==> src/rtl/decode_stage_ctrl.sv <==
// Decode-stage controller: owns the IF/ID register, performs the valid/ready
// handshake toward fetch and EX, inserts load-use bubbles and squashes the
// stage for a programmable window after a taken branch/jump.
module decode_stage_ctrl #(
  parameter int unsigned FLUSH_CYCLES = 1,
  parameter int unsigned CNT_W        = 16
) (
  input  logic             clk,
  input  logic             reset_n,
  input  logic             if_valid,
  input  logic [31:0]      if_instr,
  input  logic [31:0]      if_pc,
  output logic             if_ready,
  output logic [31:0]      id_instr,
  output logic [31:0]      id_pc,
  output logic             id_valid,
  output logic             id_issue,
  input  logic             ex_ready,
  input  logic             ex_mem_read,
  input  logic [4:0]       ex_rd,
  input  logic             flush,
  output logic             hazard_stall,
  output logic             flushing,
  output logic [CNT_W-1:0] stall_count
);

  localparam logic [31:0] NOP_INSTR    = 32'h0000_0013;
  localparam logic [3:0]  FLUSH_RELOAD = 4'(FLUSH_CYCLES - 1);

  localparam logic [6:0] OP_LUI    = 7'b0110111;
  localparam logic [6:0] OP_AUIPC  = 7'b0010111;
  localparam logic [6:0] OP_JAL    = 7'b1101111;
  localparam logic [6:0] OP_RTYPE  = 7'b0110011;
  localparam logic [6:0] OP_STORE  = 7'b0100011;
  localparam logic [6:0] OP_BRANCH = 7'b1100011;

  typedef enum logic [1:0] {RUN, STALL, FLUSH} state_t;

  state_t     state, state_next;
  logic [3:0] flush_cnt;
  logic [6:0] opcode;
  logic       in_flush, rs1_used, rs2_used, hazard, transfer, load;

  // Source-register usage decode and load-use hazard against the EX load
  always_comb begin
    in_flush = (state == FLUSH);
    opcode   = id_instr[6:0];
    rs1_used = !(opcode == OP_LUI || opcode == OP_AUIPC || opcode == OP_JAL);
    rs2_used = (opcode == OP_RTYPE || opcode == OP_STORE || opcode == OP_BRANCH);
    hazard   = id_valid && ex_mem_read && (ex_rd != 5'd0) && !in_flush &&
               ((rs1_used && (ex_rd == id_instr[19:15])) ||
                (rs2_used && (ex_rd == id_instr[24:20])));
  end

  // Handshakes toward EX and fetch; fetch input is sunk while flushing
  always_comb begin
    id_issue     = id_valid && !hazard && !in_flush && !flush;
    transfer     = id_issue && ex_ready;
    if_ready     = in_flush || (!flush && (!id_valid || transfer));
    load         = if_valid && if_ready && !in_flush;
    hazard_stall = hazard;
    flushing     = in_flush;
  end

  // Next-state selection; a flush overrides every other transition
  always_comb begin
    state_next = state;
    if (flush) begin
      state_next = FLUSH;
    end else begin
      unique case (state)
        RUN:     state_next = hazard ? STALL : RUN;
        STALL:   state_next = hazard ? STALL : RUN;
        FLUSH:   state_next = (flush_cnt == 4'd0) ? RUN : FLUSH;
        default: state_next = RUN;
      endcase
    end
  end

  // State register
  always_ff @(posedge clk or negedge reset_n) begin
    if (!reset_n) state <= RUN;
    else          state <= state_next;
  end

  // Flush window counter: reloaded by every flush, counts down while in FLUSH
  always_ff @(posedge clk or negedge reset_n) begin
    if (!reset_n)                         flush_cnt <= 4'd0;
    else if (flush)                       flush_cnt <= FLUSH_RELOAD;
    else if (in_flush && flush_cnt != 4'd0) flush_cnt <= flush_cnt - 4'd1;
  end

  // IF/ID pipeline register
  always_ff @(posedge clk or negedge reset_n) begin
    if (!reset_n) begin
      id_valid <= 1'b0;
      id_instr <= NOP_INSTR;
      id_pc    <= '0;
    end else if (flush) begin
      id_valid <= 1'b0;
      id_instr <= NOP_INSTR;
    end else if (load) begin
      id_valid <= 1'b1;
      id_instr <= if_instr;
      id_pc    <= if_pc;
    end else if (transfer) begin
      id_valid <= 1'b0;
    end
  end

  // Saturating count of load-use bubble cycles
  always_ff @(posedge clk or negedge reset_n) begin
    if (!reset_n)                          stall_count <= '0;
    else if (hazard && stall_count != '1)  stall_count <= stall_count + 1'b1;
  end

endmodule

==> config.mk <==
export PLATFORM = sky130hd
export DESIGN_NAME = decode_stage_ctrl
export DESIGN_NICKNAME = d
export VERILOG_FILES = /design/src/rtl/decode_stage_ctrl.sv
export SDC_FILE = /design/constraint.sdc
export NUM_CORES = 1
export LEC_CHECK = 0
export CORE_MARGIN = 1.5
export CORE_UTILIZATION = 44
export CTS_CLUSTER_SIZE = 20
export DETAILED_ROUTE_END_ITERATION = 8
export GPL_TIMING_DRIVEN = 1
export PLACE_DENSITY = 0.91
export SLEW_MARGIN = 0
export SYNTH_ARGS = -nofsm -noshare
export SYNTH_HDL_FRONTEND = slang
export SYNTH_SLANG_ARGS = --single-unit
==> constraint.sdc <==
create_clock -name clk -period 2.7 [get_ports clk]
set_input_delay 0.54 -clock clk [delete_from_list [all_inputs] [get_ports clk]]
set_output_delay 0.54 -clock clk [all_outputs]
set_load 0.005 [all_outputs]
==> run summary <==
The run finished, with violations left. The checks that failed: setup timing. The share of total power in the clock network is roughly a fifth.

Summing every instance area after synthesis gives 4220 um2. The detailed placement HPWL is a little under 7000 um. The final-report setup violation count is 67. The residual DRC count is 0.

The number of global-route vias before repair came out at 3277. The minimum clock period is around 2.8 ns. The register-to-register path setup slack is -0.11 ns. The register bit total from synthesis is 87. The CTS buffer count is 9. The number of iterations in the first detailed-routing pass came out at 4. The total overflow left after global routing is 0. The average via count per standard cell came out at 4.85. The synthesized design spends more area on one cell type than any other, namely dfrtp_1.

The post-route clock skew is 0.0131 ns. The hold violation count in the final report came out at 0. The initial antenna violation count is 0. The total detailed-routing wirelength came out at 10500 um.

The cell depth of the worst flop-to-flop path came out at 13. TritonCTS built the clock tree. The sequential element share of the synthesized area came out at between 50% and 60%. The maximum number of pins on one net before global-route repair is 53.

The relative slew slack is between 60% and 70%. The maximum root-to-sink buffer count came out at 2. Across the run, the number of max-cap violations was 0. The final-layout setup total negative slack came out at -5.78 ns. The combinational cell fraction of total power is 40.6%. Clock tree synthesis selected as its root buffer the cell clkbuf_8.

The total number of vias is between 3000 and 4000. The signed area change from the synthesized netlist to the final layout came out at 54.4%. Cells fill 70.1% of the core in the end. The worst setup path is captured at a flip-flop. The placer congestion estimate is 0.801. The final net count came out at 569. The number of flops mapped to enable cells by yosys is 0. The H-tree level count came out at 3. The peak clock frequency supported by timing came out at around 350 MHz.

The worst-skew pair later-pin latency came out at roughly 0.34 ns. Along the worst path, the maximum fanout reaches 8. Setup repair after global routing could not meet its margin everywhere. The post-route fraction of the period consumed by the critical path came out at 105%.

The worst setup path is launched from a primary input. The final-layout worst hold slack is 0.145 ns. Counting every instance in the synthesized netlist gives about 300.

Yosys attributes the largest share of cell area to dfrtp_1 50%, mux2_4 20%, nor2b_1 4.5%. During synthesis, Yosys emitted a total of 0 warnings. For this run, the total global-route usage over all layers was measured as roughly a fifth.

The static power due to leakage came out at between 3 and 4 nW. Cell internal power was estimated by the tool at 0.00364 W. In the post-route analysis, the smallest setup slack over all paths is -0.138 ns.

The largest vdd supply drop is 482 uV. The post-route antenna net violation count came out at 0. The endpoint arrival time on the critical path came out at approximately 3 ns. The number of inserted diodes is 0.

For this design, the CTS-stage hold fixing added 0 buffers. Leaving out fill and tap cells, the most frequent cells in the layout are 149 x clkdlybuf4s50_1, 84 x dfrtp_1, 57 x mux2_4. The floorplan die area came out at slightly above 10000 um2.

The y dimension of the die came out at 101 um. The fraction of registers with async set or reset after synthesis came out at 100%. The tree built by TritonCTS fans out to slightly below 90 sinks. 160 I/O pins were placed. The min-delay analysis places its worst path in the category in -> async. The worst endpoint required time came out at 2.92 ns. The power density over cell area came out at 760 nW/um2. The sequential share of power is roughly two fifths. The worst setup path is of the in -> reg kind.

The post-synthesis area per instance is between 10 and 15 um2. The layout has 649 filler cells. The starting utilization of the core area came out at 45.4%.

The most used flip-flop cell after synthesis is dfrtp_1. The clock transition at the registers of the reported paths came out at about 0.08 ns. The synthesized net count came out at 380.

In this run, the number of DRC markers left after iteration 0 of detailed routing was 60. The switching power share of the total is 26.5%. In the final routed layout, each cell accounts on average for 16.7 um. The net switching power is between 0.001 and 0.0015 W. The floorplan die width is 101 um. During placement, the flow inserted port buffers numbering 159. The first-pass GRT wire length is 16300 um.

The number of library cell types mapped by synthesis came out at 38. Cells with a size suffix above 1 make up approximately 28% of the layout. The area share of the largest cell type after synthesis is 49.9%. The number of pins with negative max-slew slack in the final report came to 0. Leaving out fill and tap cells, the most frequent cell in the layout is clkdlybuf4s50_1. The standard cell core area came out at 9280 um2.

The slew of the pin with the lowest slew margin came out at 0.546 ns. The floorplan has 35 rows.
==> power groups by stage <==
stage | Clock [W] | Combinational, W | Sequential [W]
2_1_floorplan | 0 | 0.000900 | 0.00192
3_5_place_dp | 0 | 0.00189 | 0.00192
5_1_grt | 0.00111 | 0.00215 | 0.00198
4_1_cts | 0.00105 | 0.00199 | 0.00192
6_report | 0.00101 | 0.00201 | 0.00193
3_3_place_gp | 0 | 0.00183 | 0.00191
==> logic make-up (layout without fill, tap and decap cells) <==
group	count (synthesis)	after routing	share of synthesized area, %
DFF	87	87	51.7
and+or+nand+nor	88	88	12.4
adders and majority gates	3	3	0.890
muxes	66	66	22.6
xor gates and xnor gates	26	26	5.40
AOI/OAI and AO/OA	11	11	2.82
buffers and inverters	21	215	4.18
==> per-stage QoR <==
| step | instance area [um2] | setup WS [ns] | std cells | total power, W |
|---|---|---|---|---|
| detailed placement | 5990 | -0.569 | 595 | 0.00380 |
| finish | 6510 | -0.138 | 625 | 0.00495 |
| CTS | 6420 | -0.0974 | 621 | 0.00496 |
| global placement | 5990 | -0.524 | 595 | 0.00374 |
| global route | 6510 | -0.202 | 625 | 0.00524 |
| floorplan | 4220 | 0.304 | 302 | 0.00282 |
==> metal layers <==
metal	vias to the layer above	GRT usage, %	routed length, um
met5	-	0	0
met4	0	7.37	119
met3	10	4.37	607
met2	113	35.7	5380
met1	1485	26.0	4360
li1	1421	-	-
==> synthesized netlist by cell type (2+ instances only) <==
library cell   n
nor4_1         3
xor2_1         6
clkbuf_1       4
xnor2_1       20
nand3_1       14
nor2b_1       30
dfrtp_1       84
or3_1          2
mux2_4        57
buf_12         6
mux2_2         6
mux2i_1        3
and3_1         5
ha_1           3
nand2_1        6
inv_1         10
nand2b_1       2
nor3_1         2
nand4_1        5
o21ai_0        3
and4_1         3
dfstp_2        3
nor2_1        10
==> cell type report <==
type                    count  area (um2)  share of cell area (%)
clock buffers              13         159                    2.44
repair buffers            189        1940                    29.9
clock inverters             3        65.1                    1.00
well taps                 129         161                    2.48
inverters                  10        37.5                   0.577
flip-flops and latches     87        2180                    33.5
multi-input cells         194        1960                    30.1
==> timing repair <==
item | CTS | global route
pin swaps | 10 | 7
setup buffers | 7 | 4
gates resized for setup | 42 | 10
setup endpoints to repair | 65 | 66
cloned | 3 | 0
hold endpoints to repair | 0 | 0
==> sequential cells by signal, summed over array words and instances (netlist names) <==
name         count
state            2
flush_cnt        4
stall_count     16
id_instr        32
id_valid         1
id_pc           32
==> worst paths after layout <==
kind                                               from                        to
worst max-delay path                           ex_rd[3]  id_instr[24]$_DFFE_PN0P_
worst min-delay path                            reset_n  id_instr[12]$_DFFE_PN0P_
worst max register to register  id_instr[4]$_DFFE_PN1P_  id_instr[24]$_DFFE_PN0P_
worst min register to register       state[1]$_DFF_PN0_        state[0]$_DFF_PN0_
max in group asynchronous                       reset_n   id_instr[1]$_DFFE_PN1P_
min in group clk                     state[1]$_DFF_PN0_        state[0]$_DFF_PN0_
==> critical path, stage by stage <==
cell and delay [ns]:
dlygate4sd2_1 0.25, buf_4 0.15, xnor2_2 0.16, nand2_1 0.11, nor4_4 0.37, nor2_4 0.09, buf_4 0.15, buf_6 0.11
buf_6 0.11, buf_6 0.11, a31oi_4 0.19, buf_12 0.16, buf_8 0.12, buf_16 0.14, mux2_4 0.30
Note: power is estimated with default switching activity, not from simulation.
